[config.mk]
export PLATFORM = sky130hd
export DESIGN_NAME = tim1_sr_ctrl
export DESIGN_NICKNAME = d
export VERILOG_FILES = /design/src/rtl/tim1_sr_ctrl.sv
export SDC_FILE = /design/constraint.sdc
export NUM_CORES = 1
export LEC_CHECK = 0
export CORE_MARGIN = 5
export CORE_UTILIZATION = 53
export CTS_CLUSTER_SIZE = 16
export DETAILED_ROUTE_END_ITERATION = 10
export PLACE_DENSITY = 0.83
export SYNTH_ARGS = -nofsm -noshare
export SYNTH_HDL_FRONTEND = slang
export SYNTH_SLANG_ARGS = --single-unit
[constraint.sdc]
create_clock -name clk -period 2.35 [get_ports clk]
set_input_delay 0.705 -clock clk [delete_from_list [all_inputs] [get_ports clk]]
set_output_delay 0.705 -clock clk [all_outputs]
set_load 0.01 [all_outputs]
[src/rtl/tim1_sr_ctrl.sv]
// TIM1 status-flag sequencer: turns hardware event pulses and write-0-to-clear
// accesses into SETUP/STROBE/HOLD load or clear strobes for the flag cells.

module tim1_sr_chan #(
   parameter int PULSE_W = 1
) (
   input  logic clk,
   input  logic rst_isr,
   input  logic i_evt,
   input  logic i_clr_wr,
   output logic o_ld,
   output logic o_rst_strobe,
   output logic o_data,
   output logic o_busy
);
   typedef enum logic [1:0] {S_IDLE, S_SETUP, S_STROBE, S_HOLD} state_t;

   localparam logic [3:0] LP_CNT_INIT = 4'(PULSE_W - 1);

   state_t     r_state;
   logic       r_op_set;
   logic       r_pend_set;
   logic       r_pend_clr;
   logic [3:0] r_cnt;
   logic       r_ld;
   logic       r_rst;
   logic       r_data;
   logic       r_busy;

   logic       w_set_req;
   logic       w_clr_req;

   assign w_set_req = i_evt | r_pend_set;
   assign w_clr_req = i_clr_wr | r_pend_clr;

   always_ff @(posedge clk or posedge rst_isr) begin
      if (rst_isr) begin
         r_state    <= S_IDLE;
         r_op_set   <= 1'b0;
         r_pend_set <= 1'b0;
         r_pend_clr <= 1'b0;
         r_cnt      <= 4'd0;
         r_ld       <= 1'b0;
         r_rst      <= 1'b0;
         r_data     <= 1'b0;
         r_busy     <= 1'b0;
      end else begin
         case (r_state)
            S_IDLE: begin
               if (w_set_req) begin
                  r_op_set   <= 1'b1;
                  r_state    <= S_SETUP;
                  r_data     <= 1'b1;
                  r_busy     <= 1'b1;
                  // a fresh event alongside a pending set is kept for the next pass
                  r_pend_set <= r_pend_set & i_evt;
                  r_pend_clr <= 1'b0;
               end else if (w_clr_req) begin
                  r_op_set   <= 1'b0;
                  r_state    <= S_SETUP;
                  r_data     <= 1'b1;
                  r_busy     <= 1'b1;
                  r_pend_clr <= 1'b0;
               end
            end
            S_SETUP: begin
               r_state <= S_STROBE;
               r_cnt   <= LP_CNT_INIT;
               r_ld    <= r_op_set;
               r_rst   <= ~r_op_set;
            end
            S_STROBE: begin
               if (r_cnt == 4'd0) begin
                  r_state <= S_HOLD;
                  r_ld    <= 1'b0;
                  r_rst   <= 1'b0;
               end else begin
                  r_cnt <= r_cnt - 4'd1;
               end
            end
            S_HOLD: begin
               r_state <= S_IDLE;
               r_data  <= 1'b0;
               r_busy  <= 1'b0;
            end
            default: r_state <= S_IDLE;
         endcase

         // requests seen while busy are remembered, repeated ones merge
         if (r_state != S_IDLE) begin
            if (i_evt)    r_pend_set <= 1'b1;
            if (i_clr_wr) r_pend_clr <= 1'b1;
         end
      end
   end

   assign o_ld         = r_ld;
   assign o_rst_strobe = r_rst;
   assign o_data       = r_data;
   assign o_busy       = r_busy;
endmodule

module tim1_sr_ctrl #(
   parameter int PULSE_W = 1
) (
   input  logic       clk,
   input  logic       rst_isr,
   input  logic       uif_evt,
   input  logic       cc1if_evt,
   input  logic       sr_wr,
   input  logic [1:0] sr_wdata,
   input  logic       dier_uie,
   input  logic       dier_cc1ie,
   input  logic       o_uif,
   input  logic       o_cc1if,
   output logic       ld_sr_uif,
   output logic       ld_sr_cc1if,
   output logic       i_uif,
   output logic       i_cc1if,
   output logic       rst_uif,
   output logic       rst_cc1if,
   output logic [1:0] busy,
   output logic       irq
);
   logic w_uif_clr;
   logic w_cc1_clr;
   logic w_uif_rst_strobe;
   logic w_cc1_rst_strobe;
   logic r_irq;

   assign w_uif_clr = sr_wr & ~sr_wdata[0];
   assign w_cc1_clr = sr_wr & ~sr_wdata[1];

   tim1_sr_chan #(.PULSE_W(PULSE_W)) u_uif (
      .clk          (clk),
      .rst_isr      (rst_isr),
      .i_evt        (uif_evt),
      .i_clr_wr     (w_uif_clr),
      .o_ld         (ld_sr_uif),
      .o_rst_strobe (w_uif_rst_strobe),
      .o_data       (i_uif),
      .o_busy       (busy[0])
   );

   tim1_sr_chan #(.PULSE_W(PULSE_W)) u_cc1 (
      .clk          (clk),
      .rst_isr      (rst_isr),
      .i_evt        (cc1if_evt),
      .i_clr_wr     (w_cc1_clr),
      .o_ld         (ld_sr_cc1if),
      .o_rst_strobe (w_cc1_rst_strobe),
      .o_data       (i_cc1if),
      .o_busy       (busy[1])
   );

   // flag cells must also clear while the block itself is in reset
   assign rst_uif   = rst_isr | w_uif_rst_strobe;
   assign rst_cc1if = rst_isr | w_cc1_rst_strobe;

   always_ff @(posedge clk or posedge rst_isr) begin
      if (rst_isr) r_irq <= 1'b0;
      else         r_irq <= (o_uif & dier_uie) | (o_cc1if & dier_cc1ie);
   end

   assign irq = r_irq;
endmodule

==> results of run 1 <==
==> power groups by stage <==
stage	combinational [mW]	clock [mW]	sequential (mW)
2_1_floorplan	0.507	0	0.657
3_5_place_dp	0.716	0	0.670
3_3_place_gp	0.686	0	0.658
4_1_cts	0.717	0.202	0.659
5_1_grt	0.790	0.218	0.679
6_report	0.708	0.196	0.662
==> through the flow <==
stage               cells  power, mW
floorplan             133       1.16
global placement      179       1.34
detailed placement    179       1.39
CTS                   183       1.58
global route          183       1.69
finish                183       1.57
==> logic make-up (layout without fill, tap and decap cells) <==
kind of cell,Yosys count,count (layout),synth area share
multiplexers,8,8,0.0601
AND/OR/NAND/NOR,31,31,0.129
buffers and inverters,24,44,0.0765
flip-flops,25,25,0.455
AO/OA/AOI/OAI,31,31,0.153
adder cells (fa/ha/maj),14,14,0.126
==> metal layers <==
layer	global-route usage	up-vias	part of all wire
met3	0.0298	4	0.051
li1	-	499	-
met2	0.253	24	0.48
met4	0.0743	0	0.014
met5	0	-	0
met1	0.191	497	0.45
==> layout by cell type, fill, tap and decap left out, types with 4 or more instances in the layout <==
cell | synthesis | routed
a21oi_1 | 5 | 5
clkdlybuf4s50_1 | 0 | 17
dfrtp_1 | 25 | 25
ha_1 | 13 | 13
inv_1 | 19 | 19
mux2i_1 | 6 | 6
nand2_1 | 8 | 8
nand2b_1 | 4 | 4
nand3_1 | 4 | 4
o21ai_0 | 7 | 7
o2bb2ai_1 | 5 | 5
==> state kept, by name, summed over array words and instances (netlist names) <==
signal,cells
u_cc1.r_cnt,4
irq,1
u_cc1.o_rst_strobe,1
u_uif.r_pend_set,1
u_cc1.r_state,2
u_uif.o_ld,1
u_cc1.o_ld,1
u_uif.r_cnt,4
u_uif.r_pend_clr,1
u_uif.r_state,2
u_uif.o_rst_strobe,1
u_uif.o_data,1
u_cc1.r_pend_set,1
u_cc1.r_op_set,1
u_uif.r_op_set,1
u_cc1.o_data,1
u_cc1.r_pend_clr,1
==> area by class of cell <==
cell class | instances | area [µm²] | share of cell area
Multi-Input combinational cell | 84 | 643 | 0.402
Timing Repair Buffer | 21 | 195 | 0.122
Sequential cell | 25 | 626 | 0.391
Inverter | 19 | 71.3 | 0.0446
Tap cell | 30 | 37.5 | 0.0235
Clock buffer | 4 | 26.3 | 0.0164
==> worst min-delay path by stage <==
stage               slack, ns  depth (start not counted)                  startpoint                        endpoint
floorplan                0.42                          1  u_cc1.r_op_set$_DFFE_PP0P_  u_cc1.o_rst_strobe$_DFFE_PP0P_
global placement         0.42                          1  u_cc1.r_op_set$_DFFE_PP0P_  u_cc1.o_rst_strobe$_DFFE_PP0P_
detailed placement       0.43                          1  u_cc1.r_op_set$_DFFE_PP0P_  u_cc1.o_rst_strobe$_DFFE_PP0P_
CTS                      0.45                          1  u_cc1.r_op_set$_DFFE_PP0P_  u_cc1.o_rst_strobe$_DFFE_PP0P_
global route             0.48                          1  u_cc1.r_op_set$_DFFE_PP0P_  u_cc1.o_rst_strobe$_DFFE_PP0P_
finish                   0.45                          1  u_cc1.r_op_set$_DFFE_PP0P_  u_cc1.o_rst_strobe$_DFFE_PP0P_
==> worst max-delay path: cells and delay by family <==
family | cells | cell delay, ns
buffers and inverters | 2 | 0.56
and+or+nand+nor | 1 | 0.29
==> what timing repair did <==
item | in CTS | in global routing
hold buffers | 0 | 0
resized for setup | 6 | 1
setup endpoints to repair | 2 | 1
==> results.md, run 1 <==
- Routability Congestion: 0.745
- Power density over the cells: 979 nW/µm²
- Slowest CP cell: clkdlybuf4s50_1
- Worst-path cell chain: clkdlybuf4s50_1 -> or2_2 -> buf_2
- Core area: 2480 µm²
- Synth Cell Area: 1370 µm²
- RR Endpoint: u_cc1.r_state[1]$_DFFE_PP0P_
- Via count: 1024
- Post-DP HPWL: 1880 µm
- Fin. max-slew vios: 0
- Cell with the most instances after synthesis: dfrtp_1
- Status: complete, no violations
- Util after Layout: 0.645
- Reg power frac: 0.423
- Post-Synthesis Cells: 133
- Crit end category: output port
- Combinational fraction of design power: 0.452
- Antenna-violating nets left: 0
- Vias per Instance: 5.60
- Slew Limit Headroom: 0.760
- Final Skew: 0.00357 ns
- NumNets Final: 178
- CP Capture Point: rst_uif
- CTS tree: yes
- Dominant cell type by area after synthesis: dfrtp_1
- GR Util All Layers: 0.153
- Setup TNS: 0 ns
- Worst R2R Start: u_cc1.r_cnt[0]$_DFFE_PP0P_
- Ys async rst share: 1.00
- Synth top cells by count: dfrtp_1 (25), inv_1 (19), ha_1 (13)
- WL per Instance: 13.3 µm
- Final setup margin: 0.0897 ns
- Full die area: 3710 µm²
- Largest net degree at the start of global routing: 26
- Fraction of layout cells with a size suffix above 1: 0.0784
- R2r worst-path depth: 5
- TritonCTS Buffers: 3
- Initial Utilization: 0.555
- Crit-path max FO: 3
- Layout fillers: 203
- Setup Fix Bufs, Post-CTS: 0
- Worst Setup SP: rst_isr
- Synthesized flop and latch total: 25
- Fmax achieved: 442 MHz
- Die width: 60.9 µm
- Placed cell area: 1580 µm²
- Post-synth EDFFs: 0
- H-tree lvl count: 1
- Initial drt markers: 19
- Final hold vios: 0
- Initial antenna violation count: 0
- Count of cell types in the netlist: 35
- Final WL: 2440 µm
- Yosys top cell area share: 0.455
- HP Class: register to register
- CP arrival: 1.56 ns
- Ys Warns: 0
- CP max stage delay: 0.42 ns
- Total grt overflow: 0
- Clock Latency Late Sink: 0.32 ns
- Row Count: 18
- Peak supply drop: 822 µV
- Minimum setup slack among reg-to-reg paths: 0.51 ns
- Switching portion of total power: 0.379
- Root Buffer: clkbuf_4
- RSZ-0062 raised after global routing: no
- I/O Pins: 20
- Area contributors post-synth: dfrtp_1 (46%), ha_1 (12%), inv_1 (5.2%)
- DRT Pass-1 Iters: 4
- CP Launch Type: input pin
- Number of global-route vias before repair: 993
- N_diodes: 0
- Worst slew pin tran: 0.359 ns
- Fin area: 1600 µm²
- Critical path class: input pin to output port
- Tmin final: 2.26 ns
- Syn nets: 157
- P_sw: 594 µW
- Sequential fraction of the synthesis area: 0.455
- Setup-failing EPs final: 0
- Worst Path Required: 1.64 ns
- Avg Inst Size Synth: 10.3 µm²
- Hold_ws: 0.453 ns
- Main flop type after synthesis: dfrtp_1
- Max Cap Violations: 0
- Area Growth Syn to Fin: 16.4%
- Clock Sinks: 25
- Leakage: 0.756 nW
- Internal power: 972 µW
- Clock power frac: 0.125
- Bufs on Longest Clock Path: 2
- Buffers added on ports: 19
- Height of the die: 60.9 µm
- DR DRC count: 0
- Final period util: 0.962
- Clock transition at path regs: 0.14 ns
- Pre-CTS setup slack: -0.249 ns
- First-pass GRT wire length: 4220 µm
(Power assumes the default switching activity.)
==> run 2: changes to the inputs <==
SLEW_MARGIN = 20   (was not set)
==> results of run 2 <==
Same layout as run 1: the final DEF is identical, and so are final timing and power.
==> RTL change 1, RTL diff (config.mk and constraints of run 2) <==
Reset style: synchronous (`rst_isr`), changed in 2 clocked blocks.
--- a/src/rtl/tim1_sr_ctrl.sv
+++ b/src/rtl/tim1_sr_ctrl.sv
@@ -33,7 +33,7 @@
    assign w_set_req = i_evt | r_pend_set;
    assign w_clr_req = i_clr_wr | r_pend_clr;
 
-   always_ff @(posedge clk or posedge rst_isr) begin
+   always_ff @(posedge clk) begin
       if (rst_isr) begin
          r_state    <= S_IDLE;
          r_op_set   <= 1'b0;
@@ -157,7 +157,7 @@
    assign rst_uif   = rst_isr | w_uif_rst_strobe;
    assign rst_cc1if = rst_isr | w_cc1_rst_strobe;
 
-   always_ff @(posedge clk or posedge rst_isr) begin
+   always_ff @(posedge clk) begin
       if (rst_isr) r_irq <= 1'b0;
       else         r_irq <= (o_uif & dier_uie) | (o_cc1if & dier_cc1ie);
    end
Function: differs if rst_isr is asserted again (counterexample within 4 cycles, from zero or initial values and one cycle with rst_isr high); with rst_isr held inactive, the same outputs for 10 cycles.
==> RTL change 1 against run 2 <==
  * Synthesized cell count rose by 14%
  * Sequential cell count did not move
  * Worst setup slack improved by 0.043 ns
  * Maximum frequency rose by 1.9%
  * Power fell by 8.8%
  * Via count rose by 8.0%
  * Design area fell by 4.1%
  * Sequential share of layout area fell by 6.5 points
  * Area after synthesis fell by 6.1%
  * Routed wire length rose by 4.6%
  * Die area fell by 5.1%
  * Critical endpoint unchanged
  * Highest routed layer unchanged
==> RTL change 1: results (changes against run 2) <==
Routed length on met2: 1.30 mm (+10%). Combinational cell power: 634 uW (-10%). The logs give 0.0207 ns (+0.0171 ns) for the final clock skew and 0.843 (+13%) for the global placement routability congestion. For the final routed wirelength across all metal layers, the log shows 2.55 mm (+4.6%). The post-synthesis mux area share came out at 1.55% (-4.5 points). The run gives 31 (-11%) as the number of distinct library cells after synthesis. Number of nets in the synthesized netlist: 176 (+12%). The most used flip-flop cell after synthesis is sky130_fd_sc_hd__dfxtp_1.

The detailed placement HPWL came out at 2.05 mm (+9.3%). The tools report the worst setup slack for register-to-register paths as 0.77 ns (+0.26 ns). The area after detailed placement was 0.00151 sq mm (-4.8%); the clock period minus worst slack was 2.22 ns (-0.0425 ns). Met1 wire length: 1.09 mm (-1.2%).

By count the netlist is led by 25 x sky130_fd_sc_hd__dfxtp_1, 15 x sky130_fd_sc_hd__a21oi_1, 13 x sky130_fd_sc_hd__ha_1, 13 x sky130_fd_sc_hd__inv_1, 11 x sky130_fd_sc_hd__nand2b_1. The tools report the internal power as 880 uW (-9.5%). The run finished with clean final reports. DRC violation total after the first TritonRoute iteration: 31 (+12).

The largest registers in the layout are u_cc1.r_cnt: 4 flops, u_uif.r_cnt: 4 flops. The run gives -0.307 ns (-0.0575 ns) as the worst setup slack after placement. The tools report the largest net degree at the start of global routing as 17 (-35%). The tools report the wire length on met3 as 147 microns (+18%).

The run gives 1106 (+8.0%) as the total number of vias. The number of antenna violations at the first check in global routing was 0 (unchanged). On the critical path, the stage with the largest delay is an instance of sky130_fd_sc_hd__dlygate4sd2_1.

The adder and majority gate portion of the synthesized area works out to 12.6% (+0.041 points). The transition time at the pin with the least slew margin is 0.350 ns (-0.00896 ns), and the worst stage delay on the critical path is 0.29 ns (-0.13 ns). The sequential-to-total area share from yosys stat came out at 38.8% (-6.7 points). The power per standard cell area was 932 mW/mm^2 (-4.8%).

The routed via count divided by cell count is 5.53 (-1.2%). Share of synthesized registers carrying an async set or reset: 0% (-100 points). For the number of nets in the layout, the log shows 197 (+11%).

The total routing usage reported by global routing was 15.7% (+0.39 points); the compound-gate portion of the synthesized area was 18.7% (+3.4 points). The tools report the clock group total power as 201 uW (+3%). The run gives 1047 (+5.4%) as the number of global-route vias before repair.

The cell leakage power was 0.000584 uW (-23%); the maximum vdd drop was 0.000500 V (-39%). The maximum fanout encountered on the critical timing path is 5 (+2), and the worst path arrival time is 1.51 ns (-0.05 ns). By area the synthesized netlist is led by sky130_fd_sc_hd__dfxtp_1 39%, sky130_fd_sc_hd__ha_1 13%, sky130_fd_sc_hd__a21oi_1 5.8%. The run gives 2 (unchanged) as the maximum root-to-sink buffer count.

The average footprint of a synthesized cell works out to 8.49 sq um (-18%).
RTL change 1: changes by cell type after synthesis, sizes merged, moves of 3 or more:
cell     delta
dfrtp      -25
dfxtp      +25
a21oi      +10
nand2b      +7
inv         -6
o21ai       +6
o2bb2ai     -5
mux2i       -4
nor2        +4
nand3       +3
nand3b      +3
RTL change 1: what timing repair did:
item / in CTS / in global routing
gates resized for setup: 3 / 0
hold endpoints to repair: 0 / 0
setup endpoints to repair: 2 / 0
RTL change 1: layout make-up:
cell class | instances | area [sq um]
clock buffer | 3 | 22.5
clock inverter | 1 | 7.51
fill | 188 | 743
inverter | 13 | 48.8
multi-input combinational | 108 | 709
sequential | 25 | 500
tap | 28 | 35.0
timing repair buffer | 22 | 209
RTL change 1: worst max-delay path: cells and delay by family:
| family | cells | cell delay, ns |
|---|---|---|
| simple gates | 1 | 0.23 |
| buf+inv | 2 | 0.57 |
RTL change 1: worst paths after layout:
path                            from                 end  cells past startpoint
setup / recovery             rst_isr             rst_uif                      3
hold / removal    u_uif.o_rst_strobe  u_uif.o_rst_strobe                      2
setup reg to reg      u_uif.r_cnt[0]    u_uif.r_state[0]                      6
hold reg to reg   u_uif.o_rst_strobe  u_uif.o_rst_strobe                      2
RTL change 1: layer usage:
metal / GRT usage, % / up-vias
li1: - / 565
met1: 18.9 / 519
met2: 28.1 / 20
met3: 4.36 / 2
met4: 2.27 / 0
met5: 0 / -
RTL change 1: stage by stage:
stage / hold slack (ns) / setup TNS, ns
floorplan: 0.450 / 0
global placement: 0.455 / -0.594
detailed placement: 0.466 / -0.597
CTS: 0.485 / 0
global route: 0.512 / 0
finish: 0.487 / 0
RTL change 1: kinds of logic after synthesis:
logic type | count (synthesis)
buffers and inverters | 19
and+or+nand+nor | 52
AOI/OAI and AO/OA | 41
muxes | 2
DFF | 25
adders and majority gates | 13
==> RTL change 2, RTL diff (settings of run 2) <==
Made on the original files. The 4 states of `state_t` get a one-hot encoding in 4 bits.
--- a/src/rtl/tim1_sr_ctrl.sv
+++ b/src/rtl/tim1_sr_ctrl.sv
@@ -13,7 +13,7 @@
    output logic o_data,
    output logic o_busy
 );
-   typedef enum logic [1:0] {S_IDLE, S_SETUP, S_STROBE, S_HOLD} state_t;
+   typedef enum logic [3:0] {S_IDLE = 4'b0001, S_SETUP = 4'b0010, S_STROBE = 4'b0100, S_HOLD = 4'b1000} state_t;
 
    localparam logic [3:0] LP_CNT_INIT = 4'(PULSE_W - 1);
 
Function: same outputs for any inputs over 10 cycles, from zero or initial values and one cycle with rst_isr high; not proved beyond that.
==> RTL change 2 against run 2 <==
  * Register-to-register slack got worse by 0.02 ns
  * Count of clock-buffer cells in the layout is 1 higher
  * Area after synthesis shrank 4.8%
  * Routed wire length increased by 6.9%
  * Worst setup slack lost 0.036 ns
  * Clock power is 97% higher
  * Maximum frequency down 1.6%
  * Sequential power up 13%
  * Non-clock buffer count grew 1
  * Sequential cell count increased by 4
  * Critical path depth unchanged
  * Design area fell by 0.39%
  * Power up 3.1%
  * Critical endpoint unchanged
  * Largest cell class is now registers
  * Largest power group is now registers
==> RTL change 2: results (changes against run 2) <==
The post-route worst hold slack is 0.475 ns (+0.0222 ns), and the total routing usage reported by global routing is 17.1% (+1.8 points). The run gives 134 (-15%) as the number of nets in the synthesized netlist. The number of fill cells is 178 (-12%), and the final clock skew is 0.0122 ns (+0.00859 ns). The flow ran to the end, and the final reports show no timing, DRC or antenna violations. The tools report the total number of vias as 1005 (-1.9%). The origin of the critical flop-to-flop path is u_cc1.r_state[3]. The worst setup slack for register-to-register paths came out at 0.49 ns (-0.02 ns). The run gives 59.9% (-16 points) as the worst slew margin relative to its limit. The met3 track demand over resource in global routing came out at 4.54% (+1.6 points). Detailed placement HPWL: 1.95 mm (+4.0%). The adder and majority gate portion of the synthesized area is 3.64% (-8.9 points), and the number of cells on the worst reg-to-reg path is 3 (-2). The DRC violation total after the first TritonRoute iteration came out at 30 (+11).

The compound-gate portion of the synthesized area is 14.7% (-0.56 points), and the cell leakage power is 0.000706 uW (-6.6%). Post-synthesis mux area share: 0.766% (-5.2 points). In the post-synthesis netlist, the biggest area contributors are sky130_fd_sc_hd__dfrtp_1 52%, sky130_fd_sc_hd__or4b_2 4.6%, sky130_fd_sc_hd__dfstp_2 4.0%. The logs give 37 (+5.7%) for the number of distinct library cells after synthesis and 30.4% (+5.1 points) for the global-route track usage on met2. The post-CTS clock slew at the launch and capture registers of the worst setup and hold paths is 0.08 ns (-0.06 ns), and the global-route track usage on met1 is 18.7% (-0.44 points).

The final routed wirelength across all metal layers is 2.61 mm (+6.9%), and the number of nets in the layout is 158 (-11%). The startpoint of the tightest hold check path was u_uif.r_op_set. The share of post-route cells with drive strength above 1 works out to 16.7% (+8.8 points). The global placement routability congestion is 0.738 (-0.93%), and the largest net degree at the start of global routing is 16 (-38%). By count the netlist is led by 27 x sky130_fd_sc_hd__dfrtp_1, 10 x sky130_fd_sc_hd__inv_1, 9 x sky130_fd_sc_hd__o21ai_0, 8 x sky130_fd_sc_hd__nand2_1.

The logs give 0.000661 V (-20%) for the maximum vdd drop and 2 (+1) for the number of levels the H-tree was split into. The capture endpoint of the worst hold path is u_uif.o_rst_strobe. For the number of CTS-inserted buffers, the log shows 5 (+2).

End of the worst register-to-register path: u_cc1.r_cnt[3]. The worst path arrival time was 1.59 ns (+0.03 ns).
-- RTL change 2: logic make-up (layout without fill, tap and decap cells) --
logic type,count (synthesis),after routing
simple gates,41,41
compound gates,30,30
flops,29,29
buf+inv,15,39
fa+ha+maj,4,4
mux,1,1
-- RTL change 2: how the worst max path moves through the flow --
stage,cells past startpoint,end,slack [ns]
floorplan,4,u_cc1.r_cnt[3],0.61
global placement,3,rst_uif,-0.31
detailed placement,3,rst_uif,-0.29
CTS,3,rst_uif,0.05
global route,3,rst_uif,0.02
finish,3,rst_uif,0.05
-- RTL change 2: worst max-delay path, delay by kind of cell --
kind                   cells  cell delay [ns]
buffers and inverters      2             0.57
AND/OR/NAND/NOR            1             0.31
-- RTL change 2: metal layers --
layer | vias to the layer above | wire length (microns)
li1 | 478 | -
met1 | 507 | 1020
met2 | 12 | 1460
met3 | 8 | 74
met4 | 0 | 56
met5 | - | 0
-- RTL change 2: per-stage QoR --
| step | utilization [%] | setup TNS [ns] | instance area [sq um] | setup WS [ns] | std cells |
|---|---|---|---|---|---|
| floorplan | - | 0 | 1310 | 0.611 | 120 |
| global placement | 63.5 | -0.570 | 1530 | -0.306 | 167 |
| detailed placement | 63.5 | -0.543 | 1530 | -0.287 | 167 |
| CTS | 66.1 | 0 | 1590 | 0.0496 | 174 |
| global route | 66.1 | 0 | 1590 | 0.0242 | 174 |
| finish | 66.1 | 0 | 1590 | 0.0533 | 174 |
-- RTL change 2: report_power, final --
group / switching [uW] / internal (uW) / total, uW
combinational: 236 / 240 / 476
sequential: 102 / 649 / 751
clock: 171 / 216 / 387
total: 508 / 1110 / 1610
-- RTL change 2: repair_timing --
action                                  4_1_cts  5_1_grt
gates resized for setup                       8        0
buffers inserted                              0        0
endpoints found under the setup margin        2        0
-- RTL change 2: final cells by class --
cell class	count	area (sq um)	area share, %
clock buffers	5	37.5	2.36
clock inverters	2	35.0	2.20
inverters	10	37.5	2.36
well taps	30	37.5	2.36
repair buffers	22	203	12.7
multi-input cells	76	514	32.3
flip-flops and latches	29	728	45.7
